===== config.mk =====
export PLATFORM = sky130hd
export DESIGN_NAME = mem_arbiter
export DESIGN_NICKNAME = d
export VERILOG_FILES = /design/src/rtl/mem_arbiter.sv
export SDC_FILE = /design/constraint.sdc
export NUM_CORES = 1
export LEC_CHECK = 0
export CORE_ASPECT_RATIO = 1.5
export CORE_MARGIN = 4
export CORE_UTILIZATION = 30
export CTS_BUF_LIST = sky130_fd_sc_hd__clkbuf_4 sky130_fd_sc_hd__clkbuf_8
export DETAILED_ROUTE_END_ITERATION = 7
export DONT_BUFFER_PORTS = 1
export HOLD_SLACK_MARGIN = 0.1
export PLACE_DENSITY = 0.53
export SYNTH_ARGS = -nofsm -noshare
export SYNTH_HDL_FRONTEND = slang
export SYNTH_SLANG_ARGS = --single-unit

===== constraint.sdc =====
create_clock -name clk -period 3 [get_ports clk]
set_input_delay 0.6 -clock clk [delete_from_list [all_inputs] [get_ports clk]]
set_output_delay 0.6 -clock clk [all_outputs]
set_load 0.05 [all_outputs]

===== src/rtl/mem_arbiter.sv =====
// mem_arbiter: round-robin arbiter and access sequencer that shares one
// single-ported Memory between a fetch requester (F) and a data requester (D).
//
// Ports:
//   clk, rst_n            clock, async active-low reset
//   f_req/f_addr          fetch request (read only), held until f_ack
//   f_ack/f_rdata         one-cycle done pulse, fetch read data
//   d_req/d_rw/d_addr     data request (rw: 1=read, 0=write), held until d_ack
//   d_wdata               write data
//   d_ack/d_rdata         one-cycle done pulse, data read data
//   err                   pulses with the ack when the access timed out
//   mem_enable/mem_rw     Memory Enable / RW
//   mem_addr/mem_wdata    Memory Address / Data_in
//   mem_rdata/mem_mfc     Memory Data_out / MFC (asynchronous)
module mem_arbiter #(
  parameter int AW      = 16,
  parameter int DW      = 16,
  parameter int TIMEOUT = 32
) (
  input  logic          clk,
  input  logic          rst_n,
  input  logic          f_req,
  input  logic [AW-1:0] f_addr,
  output logic          f_ack,
  output logic [DW-1:0] f_rdata,
  input  logic          d_req,
  input  logic          d_rw,
  input  logic [AW-1:0] d_addr,
  input  logic [DW-1:0] d_wdata,
  output logic          d_ack,
  output logic [DW-1:0] d_rdata,
  output logic          err,
  output logic          mem_enable,
  output logic          mem_rw,
  output logic [AW-1:0] mem_addr,
  output logic [DW-1:0] mem_wdata,
  input  logic [DW-1:0] mem_rdata,
  input  logic          mem_mfc
);

  typedef enum logic [2:0] {
    IDLE,
    ISSUE,
    WAIT_MFC,
    RELEASE,
    DONE
  } state_t;

  localparam int CW = $clog2(TIMEOUT + 1);

  state_t        state;
  logic          mfc_q;
  logic          mfc_s;
  logic [CW-1:0] cnt;
  logic          cnt_end;
  logic          last_d;
  logic          gnt_d;
  logic          tmo;
  logic          win_d;

  assign cnt_end = (cnt == CW'(TIMEOUT - 1));

  // D wins when alone, or on a tie when F was the last tie winner.
  assign win_d = d_req && (!f_req || !last_d);

  always_ff @(posedge clk or negedge rst_n) begin
    if (!rst_n) begin
      mfc_q <= 1'b0;
      mfc_s <= 1'b0;
    end else begin
      mfc_q <= mem_mfc;
      mfc_s <= mfc_q;
    end
  end

  always_ff @(posedge clk or negedge rst_n) begin
    if (!rst_n) begin
      state      <= IDLE;
      last_d     <= 1'b1;
      gnt_d      <= 1'b0;
      tmo        <= 1'b0;
      cnt        <= '0;
      f_ack      <= 1'b0;
      d_ack      <= 1'b0;
      err        <= 1'b0;
      f_rdata    <= '0;
      d_rdata    <= '0;
      mem_enable <= 1'b0;
      mem_rw     <= 1'b0;
      mem_addr   <= '0;
      mem_wdata  <= '0;
    end else begin
      f_ack <= 1'b0;
      d_ack <= 1'b0;
      err   <= 1'b0;
      unique case (state)
        IDLE: begin
          if (f_req || d_req) begin
            gnt_d <= win_d;
            // Round-robin pointer moves on ties only.
            if (f_req && d_req) begin
              last_d <= win_d;
            end
            mem_rw    <= win_d ? d_rw : 1'b1;
            mem_addr  <= win_d ? d_addr : f_addr;
            mem_wdata <= win_d ? d_wdata : '0;
            state     <= ISSUE;
          end
        end
        ISSUE: begin
          mem_enable <= 1'b1;
          cnt        <= '0;
          state      <= WAIT_MFC;
        end
        WAIT_MFC: begin
          if (mfc_s) begin
            if (mem_rw) begin
              if (gnt_d) begin
                d_rdata <= mem_rdata;
              end else begin
                f_rdata <= mem_rdata;
              end
            end
            mem_enable <= 1'b0;
            cnt        <= '0;
            state      <= RELEASE;
          end else if (cnt_end) begin
            mem_enable <= 1'b0;
            tmo        <= 1'b1;
            cnt        <= '0;
            state      <= RELEASE;
          end else begin
            cnt <= cnt + 1'b1;
          end
        end
        RELEASE: begin
          if (!mfc_s || cnt_end) begin
            f_ack <= !gnt_d;
            d_ack <= gnt_d;
            // Leaving with mfc_s still high means the release timed out.
            err   <= tmo | mfc_s;
            state <= DONE;
          end else begin
            cnt <= cnt + 1'b1;
          end
        end
        DONE: begin
          tmo   <= 1'b0;
          state <= IDLE;
        end
        default: begin
          state <= IDLE;
        end
      endcase
    end
  end

endmodule


==> impl_metrics.toml, run 1 <==
[critical_path]
rrSetupSlack_ps = 1080
start_kind = "flop"
path_buf_inv = 0
cp-end-kind = "flop"
r2r-end = "mem_rw$_DFFE_PN0P_"
cp_max_fo = 18
critPathKind = "reg2reg"
crit_slowest_cell = "and2_1"
cp_data_arrival_time_ps = 2110
cp.required_ps = 3190
crit_family = "simple AND/OR/NAND/NOR gates"
rr_worst_depth = 3
crit_chain = "nor3_2 > and2_1 > a22oi_1"
max_stage_delay_ps = 640
timing.rr.start = "state[0]$_DFFE_PN0P_"

[logic_synthesis]
postSynthAreaPerCell_um2 = 13.4
yosys_most_used_dff = "dfrtp_1"
seq_area_frac_synth_pct = 59.1
yosysUniqueCellTypes = 46
yosys_warnings = 0
synth.most_common_cell = "dfrtp_1"
ys_async_sr_fraction_pct = 100
synth.top_cells.by_count = "82 x dfrtp_1, 20 x mux2_4, 18 x o21ai_1, 17 x nand2_1"
synth_top_cell_area_share_pct = 58.3
synth_edf_count = 0
ys_ff_latch = 83
netlist_instances = 263
syn_nets = 334
yosysTopAreaCell = "dfrtp_1"
synth_area_leaders = "dfrtp_1 58%, mux2_4 8.5%, mux2i_1 4.6%, a22o_1 4.0%, mux2_2 3.8%"
syn-cell-area_um2 = 3520

[timing]
setup_viol = 0
skew_ps = 11.4
finalCriticalPeriod_ps = 1920
fmax_ghz = 0.520
finalCritPeriodShare_pct = 64.1
setup_tns_ps = 0
rsz0062_at_grt = "no"
worst_pin_slew_ps = 697
slew_headroom_pct = 53.5
hold_viol_final = 0
report.final.slew_viol_count = 0

[layout]
area_growth_pct = 9.74
stdcell_count = 417
post-route-util_pct = 33.7
stdcell_area_um2 = 3860
antennaDiodeCount = 0
nNetsFinal = 333
drive_gt1_share_pct = 23.2

[clock_tree]
htreeDepth = 3
clk_pin_slew_ps = 80
post-cts-setup-buffer-count = 0
cts_resized = 0
worstSkewPairLatency_ps = 350
cts-hold-fix-buffers = 1
cts_inserted_buffers = 9
cts_tree = "done"
cts-root-buf = "clkbuf_8"
cts.sinks = 83
clk_path_buf_depth = 2

[place]
dpl_cell_area_um2 = 3630
dp_hpwl_um = 5460
port_buffers = 0
dp.cells = 400
place_congestion = 0.706

[detailed_routing]
drtPass1Iterations = 4
met2_wirelength_um = 3700
routedLengthMet1_um = 2870
drtAntennaViolNets = 0
wl_um = 7620
wl_met3_um = 909
drtIter0Drc = 52
vias = 2037
drc = 0
wire_per_inst_um = 18.3
routed_via_density = 4.88
highest_layer = "met4"

[status]
status = "finished, final reports clean"

[global_routing]
grt_overflow = 0
track_usage_pct = 11.5
grt_pass1_vias = 2226
grt_first_pass_wirelength_um = 11900
grt_max_degree = 84
antenna_found_initial = 0

[die]
die_area_um2 = 13600
ios = 139
initial_core_util_pct = 30.7
coreArea_um2 = 11500
rows = 48
die_h_um = 141
die_x_um = 96.4

[worst_hold_path]
hold_class = "in2async"

[flow_run]
cap_viol_max_count = 0
[cells in the final DEF, fill, tap and decap left out, drive strengths merged, types with 2 or more instances in the layout]
| cell | n |
|---|---|
| a21o | 2 |
| a21oi | 7 |
| a22o | 16 |
| a31oi | 3 |
| and2 | 2 |
| buf | 3 |
| clkbuf | 12 |
| clkinvlp | 2 |
| dfrtp | 82 |
| inv | 6 |
| mux2 | 32 |
| mux2i | 16 |
| nand2 | 17 |
| nand2b | 3 |
| nand3 | 5 |
| nand4 | 3 |
| nor2 | 10 |
| o21ai | 24 |
[sequential cells by signal, summed over array words and instances (netlist names), 3 cells and up]
signal and count:
cnt 6, d_rdata 16, f_rdata 16, mem_addr 16, mem_wdata 16, state 3
[area by class of cell]
cell class | instances | area (µm²)
Multi-Input combinational cell | 159 | 1330
Fill cell | 1120 | 7610
Inverter | 6 | 22.5
Tap cell | 150 | 188
Clock buffer | 12 | 153
Clock inverter | 4 | 50.0
Timing Repair Buffer | 3 | 42.5
Sequential cell | 83 | 2080
[routing by layer]
layer	up-vias	track usage, %
met2	87	18.4
met4	0	4.88
met3	10	5.02
met5	-	0
met1	998	13.3
li1	942	-
[cell families (layout without fill, tap and decap cells)]
group / after synthesis / in the layout / share of synthesized area (%)
flops: 83 / 83 / 59.1
compound gates: 62 / 62 / 12.1
mux: 48 / 48 / 16.9
simple gates: 46 / 46 / 7.43
buf+inv: 21 / 25 / 3.63
xor+xnor: 2 / 2 / 0.498
fa+ha+maj: 1 / 1 / 0.356
[worst max-delay path by stage]
| stage | startpoint | slack (ps) | depth (start not counted) | end |
|---|---|---|---|---|
| floorplan | d_req | 1390 | 6 | mem_wdata[10]$_DFFE_PN0P_ |
| global placement | state[0]$_DFFE_PN0P_ | 1130 | 3 | mem_rw$_DFFE_PN0P_ |
| detailed placement | state[0]$_DFFE_PN0P_ | 1070 | 3 | mem_rw$_DFFE_PN0P_ |
| CTS | state[0]$_DFFE_PN0P_ | 1060 | 3 | mem_rw$_DFFE_PN0P_ |
| global route | state[0]$_DFFE_PN0P_ | 880 | 3 | mem_rw$_DFFE_PN0P_ |
| finish | state[0]$_DFFE_PN0P_ | 1080 | 3 | mem_rw$_DFFE_PN0P_ |
[metrics by stage]
step           hold slack, ps  worst slack [ps]
6_report                  149              1080
3_3_place_gp              306              1130
5_1_grt                   150               876
3_5_place_dp              307              1070
4_1_cts                   146              1060
2_1_floorplan             304              1390
[worst reg2reg max path: cells and delay by family (launching register included)]
kind             cells  cell delay [ps]
AND/OR/NAND/NOR      2             1000
AO/OA/AOI/OAI        1              190
flip-flops           1              580
Power of run 1 is not shown: default switching activity piles up to over one toggle a cycle in this logic, so the estimate is an artifact.
==> inputs of run 2 (changes only) <==
PLACE_DENSITY = 0.54   (was 0.53)
clock period = 1.56 ns   (was 3 ns; I/O delays follow)
==> impl_metrics.toml, run 2 (synthesis gave the netlist of run 1 again) <==
[status]
status = "complete, but fails checks"
failed_checks = "negative hold slack"

[pwr]
vdd_drop_max_mv = 0.854
p_seq_share_pct = 60.5
share_comb_of_total_power_pct = 22.9
powerDensity_nw_per_um2 = 2600
sw_frac_of_total_pct = 49.9
leakage_nw = 2.01
p_clk_share_pct = 16.6
power.internal_mw = 5.73
power.switching_mw = 5.71
power.total_mw = 11.4

[global_routing]
antenna_found_initial = 0
grt_max_degree = 84
track_usage_pct = 12.0
grt_first_pass_wirelength_um = 12500
grt_overflow = 0
grt_pass1_vias = 2404

[timing]
hold_viol_final = 83
fmax_ghz = 0.665
worst_pin_slew_ps = 513
holdWs_ps = -347
finalCritPeriodShare_pct = 96.4
skew_ps = 11.8
rsz0062_at_grt = "yes"
report.final.slew_viol_count = 0
finalCriticalPeriod_ps = 1500
setup_viol = 0
slew_headroom_pct = 65.8

[layout]
stdcell_count = 464
nNetsFinal = 380
antennaDiodeCount = 0
area_growth_pct = 25.1
layout_commonest_cell = "dfrtp_1"
drive_gt1_share_pct = 25.8
fillers = 1081
mostFrequentLayoutCells = "80 x dfrtp_1, 33 x dlygate4sd3_1, 20 x mux2_4"
post-route-util_pct = 38.4

[worst_hold_path]
hold_class = "in2async"

[critical_path]
path_buf_inv = 0
crit_slowest_cell = "dfrtp_1"
timing.rr.start = "cnt[1]$_DFFE_PN0P_"
crit_chain = "ha_2 > and4_4 > a211oi_4 > a21oi_1 > a31oi_1"
cp-end-kind = "flop"
rrSetupSlack_ps = 60
cp.required_ps = 1820
start_kind = "flop"
cp.depth = 5
cp_data_arrival_time_ps = 1770
rr_worst_depth = 5
cp_max_fo = 6
max_stage_delay_ps = 400
crit_family = "compound AO/OA/AOI/OAI gates"
r2r-end = "cnt[2]$_DFFE_PN0P_"
crit_path_start = "cnt[1]$_DFFE_PN0P_"
critPathKind = "reg2reg"

[clock_tree]
clk_pin_slew_ps = 80
clk_path_buf_depth = 2
worstSkewPairLatency_ps = 340
cts-root-buf = "clkbuf_8"
htreeDepth = 3
cts_tree = "done"
cts.sinks = 83
cts_inserted_buffers = 9

[die]
rows = 48
die_x_um = 96.4
die_area_um2 = 13600
die_h_um = 141
ios = 139
initial_core_util_pct = 30.7
coreArea_um2 = 11500

[detailed_routing]
drtPass1Iterations = 6
wire_per_inst_um = 17.3
drtIter0Drc = 77
drtAntennaViolNets = 0
drc = 0
wl_um = 8030
vias = 2238
routed_via_density = 4.82

[place]
port_buffers = 0
place_congestion = 0.748
dp_hpwl_um = 5580
dp.cells = 414

[flow_run]
cap_viol_max_count = 0
-- run 2: cell count changes in the layout (fill, tap and decap cells not counted), sizes merged --
| cell | delta |
|---|---|
| dlygate4sd3 | +33 |
| bufinv | +2 |
| buf | +14 |
| clkinvlp | -2 |
-- run 2: how the worst max path moves through the flow --
stage,endpoint,slack [ps]
after floorplan,cnt[2]$_DFFE_PN0P_,60
after global placement,cnt[2]$_DFFE_PN0P_,10
after detailed placement,cnt[2]$_DFFE_PN0P_,-60
after CTS,cnt[2]$_DFFE_PN0P_,5
after global routing,cnt[3]$_DFFE_PN0P_,-40
final,cnt[2]$_DFFE_PN0P_,60
-- run 2: area by class of cell --
class                           count  area (µm²)  area share [%]
Sequential cell                    83        2080            47.3
Multi-Input combinational cell    159        1350            30.7
Timing Repair Buffer               50         508            11.5
Tap cell                          150         188            4.26
Clock buffer                       12         153            3.47
Clock inverter                      4        98.8            2.25
Inverter                            6        22.5           0.512
-- run 2: power by group through the flow --
stage,clock network [mW],logic (mW),registers [mW]
floorplan,0,1.98,6.73
global placement,0,2.46,6.95
detailed placement,0,2.54,6.98
CTS,1.99,2.63,6.94
global route,2.10,2.91,7.06
finish,1.90,2.62,6.92
-- run 2: timing repair --
| item | in CTS | in global routing |
|---|---|---|
| setup buffers | 0 | 1 |
| resized for setup | 1 | 5 |
| endpoints found under the hold margin | 127 | 86 |
| endpoints found under the setup margin | 5 | 28 |
| hold buffers | 30 | 3 |
| pin swaps | 1 | 3 |
-- run 2: metrics by stage --
step / setup slack (ps) / instance area, µm² / TNS, ps
after global routing: -37.6 / 4400 / -98.6
after floorplan: 64.2 / 3520 / 0
after CTS: 5.19 / 4350 / 0
after detailed placement: -62.0 / 3790 / -129
final: 56.9 / 4400 / 0
after global placement: 11.5 / 3790 / 0
-- run 2: layer usage --
metal  routed length, µm  GRT usage [%]  up-vias
met5                   0              0        -
met2                4130           20.2       86
met1                3060           13.7     1103
met3                 708           4.00       11
met4                 129           4.80        0
li1                    -              -     1038
Power figures use the tool's default switching activity.
==> inputs of run 3 (changes only) <==
==> constraint.sdc (replaced) <==
create_clock -name clk -period 1.56 [get_ports clk]
set_input_delay 0.156 -clock clk [delete_from_list [all_inputs] [get_ports clk]]
set_output_delay 0.156 -clock clk [all_outputs]
set_load 0.05 [all_outputs]
==> impl_metrics.toml, run 3 (synthesis gave the netlist of run 1 again) <==
[layout]
stdcell_count = 518
nNetsFinal = 434
layout_commonest_cell = "dfrtp_1"
fillers = 1063
post-route-util_pct = 41.8
area_growth_pct = 36.4
mostFrequentLayoutCells = "80 x dfrtp_1, 68 x dlygate4sd3_1, 33 x buf_4"
stdcell_area_um2 = 4800
drive_gt1_share_pct = 27.4
antennaDiodeCount = 0

[detailed_routing]
drtAntennaViolNets = 0
wire_per_inst_um = 16.7
drtPass1Iterations = 4
drc = 0
wl_um = 8640
routed_via_density = 4.79
drtIter0Drc = 101
vias = 2481

[timing]
fmax_ghz = 0.659
setup_viol = 0
finalCriticalPeriod_ps = 1520
hold_viol_final = 83
holdWs_ps = -510
skew_ps = 4.47
rsz0062_at_grt = "yes"
setup_ws_ps = 42.0
slew_headroom_pct = 66.2
worst_pin_slew_ps = 507
finalCritPeriodShare_pct = 97.3
report.final.slew_viol_count = 0

[clock_tree]
cts-hold-fix-buffers = 68
cts-root-buf = "clkbuf_8"
htreeDepth = 3
cts_tree = "done"
clk_pin_slew_ps = 80
cts_inserted_buffers = 9
cts.sinks = 83
worstSkewPairLatency_ps = 350
clk_path_buf_depth = 2

[place]
dp.cells = 432
place_congestion = 0.772
dpl_cell_area_um2 = 3910
dp_hpwl_um = 5670
port_buffers = 0
preCtsSetupSlack_ps = -31.7

[worst_hold_path]
hold_class = "in2async"

[critical_path]
path_buf_inv = 1
critPathKind = "reg2reg"
max_stage_delay_ps = 400
crit_slowest_cell = "dfrtp_1"
rr_worst_depth = 6
r2r-end = "cnt[0]$_DFFE_PN0P_"
cp_data_arrival_time_ps = 1790
cp_max_fo = 5
crit_chain = "ha_2 > and4_4 > a211oi_4 > buf_4 > nor2_2 > a21oi_1"
crit_path_start = "cnt[1]$_DFFE_PN0P_"
timing.rr.start = "cnt[1]$_DFFE_PN0P_"
cp-end-kind = "flop"
crit_family = "compound AO/OA/AOI/OAI gates"
cp.required_ps = 1840
start_kind = "flop"
rrSetupSlack_ps = 40

[global_routing]
grt_first_pass_wirelength_um = 13500
top_usage_layer = "met2"
track_usage_pct = 12.9
grt_max_degree = 84
antenna_found_initial = 0
use_met3_pct = 4.81
grt_overflow = 0
gr-usage-met1_pct = 15.0
grt_pass1_vias = 2651
grt.met2_usage_pct = 21.5

[die]
initial_core_util_pct = 30.7
die_x_um = 96.4
rows = 48
die_h_um = 141
die_area_um2 = 13600
ios = 139
coreArea_um2 = 11500

[flow_run]
cap_viol_max_count = 0

[status]
failed_checks = "negative hold slack"
status = "complete, but fails checks"

[pwr]
power.total_mw = 11.4
leakage_nw = 2.21
powerDensity_nw_per_um2 = 2370
vdd_drop_max_mv = 0.759
==> run 3: cell count changes in the layout (fill, tap and decap cells not counted) <==
cell and change:
nor2_2 +1, buf_12 -1, buf_4 +20, bufinv_16 -3
nor3_4 -1, nor2_1 -1, clkbuf_4 -1, clkinv_2 +4
nor3_2 +1, dlygate4sd3_1 +35
==> run 3: power breakdown <==
part,switching (mW),internal (mW)
registers,2.95,3.10
clock network,0.769,0.632
logic,2.10,1.83
==> run 3: layer usage <==
metal,share of wire [%],vias up
li1,-,1136
met1,38,1227
met4,2.1,0
met5,0,-
met3,8.6,18
met2,51,100
==> run 3: area by class of cell <==
| cell class | count | area [µm²] | area share, % |
|---|---|---|---|
| flip-flops and latches | 83 | 2080 | 43.4 |
| multi-input cells | 159 | 1350 | 28.1 |
| repair buffers | 104 | 988 | 20.6 |
| well taps | 150 | 188 | 3.91 |
| clock buffers | 11 | 145 | 3.02 |
| clock inverters | 5 | 28.8 | 0.600 |
| inverters | 6 | 22.5 | 0.469 |
==> run 3: through the flow <==
stage,setup TNS [ps],hold slack (ps)
floorplan,0,-140
global placement,0,-138
detailed placement,-59.2,-137
CTS,0,-533
global route,-37.0,-552
finish,0,-510
==> run 3: timing repair <==
item	4_1_cts	5_1_grt
endpoints found under the hold margin	151	83
gates resized for setup	1	6
pin swaps	0	1
buffers inserted	0	2
endpoints found under the setup margin	2	15
==> run 3: worst max-delay path by stage <==
| stage | to | slack (ps) | depth (start not counted) |
|---|---|---|---|
| 3_5_place_dp | cnt[2]$_DFFE_PN0P_ | -30 | 5 |
| 3_3_place_gp | cnt[2]$_DFFE_PN0P_ | 20 | 5 |
| 6_report | cnt[0]$_DFFE_PN0P_ | 40 | 6 |
| 4_1_cts | cnt[2]$_DFFE_PN0P_ | 10 | 5 |
| 5_1_grt | cnt[2]$_DFFE_PN0P_ | -20 | 5 |
| 2_1_floorplan | cnt[2]$_DFFE_PN0P_ | 60 | 5 |
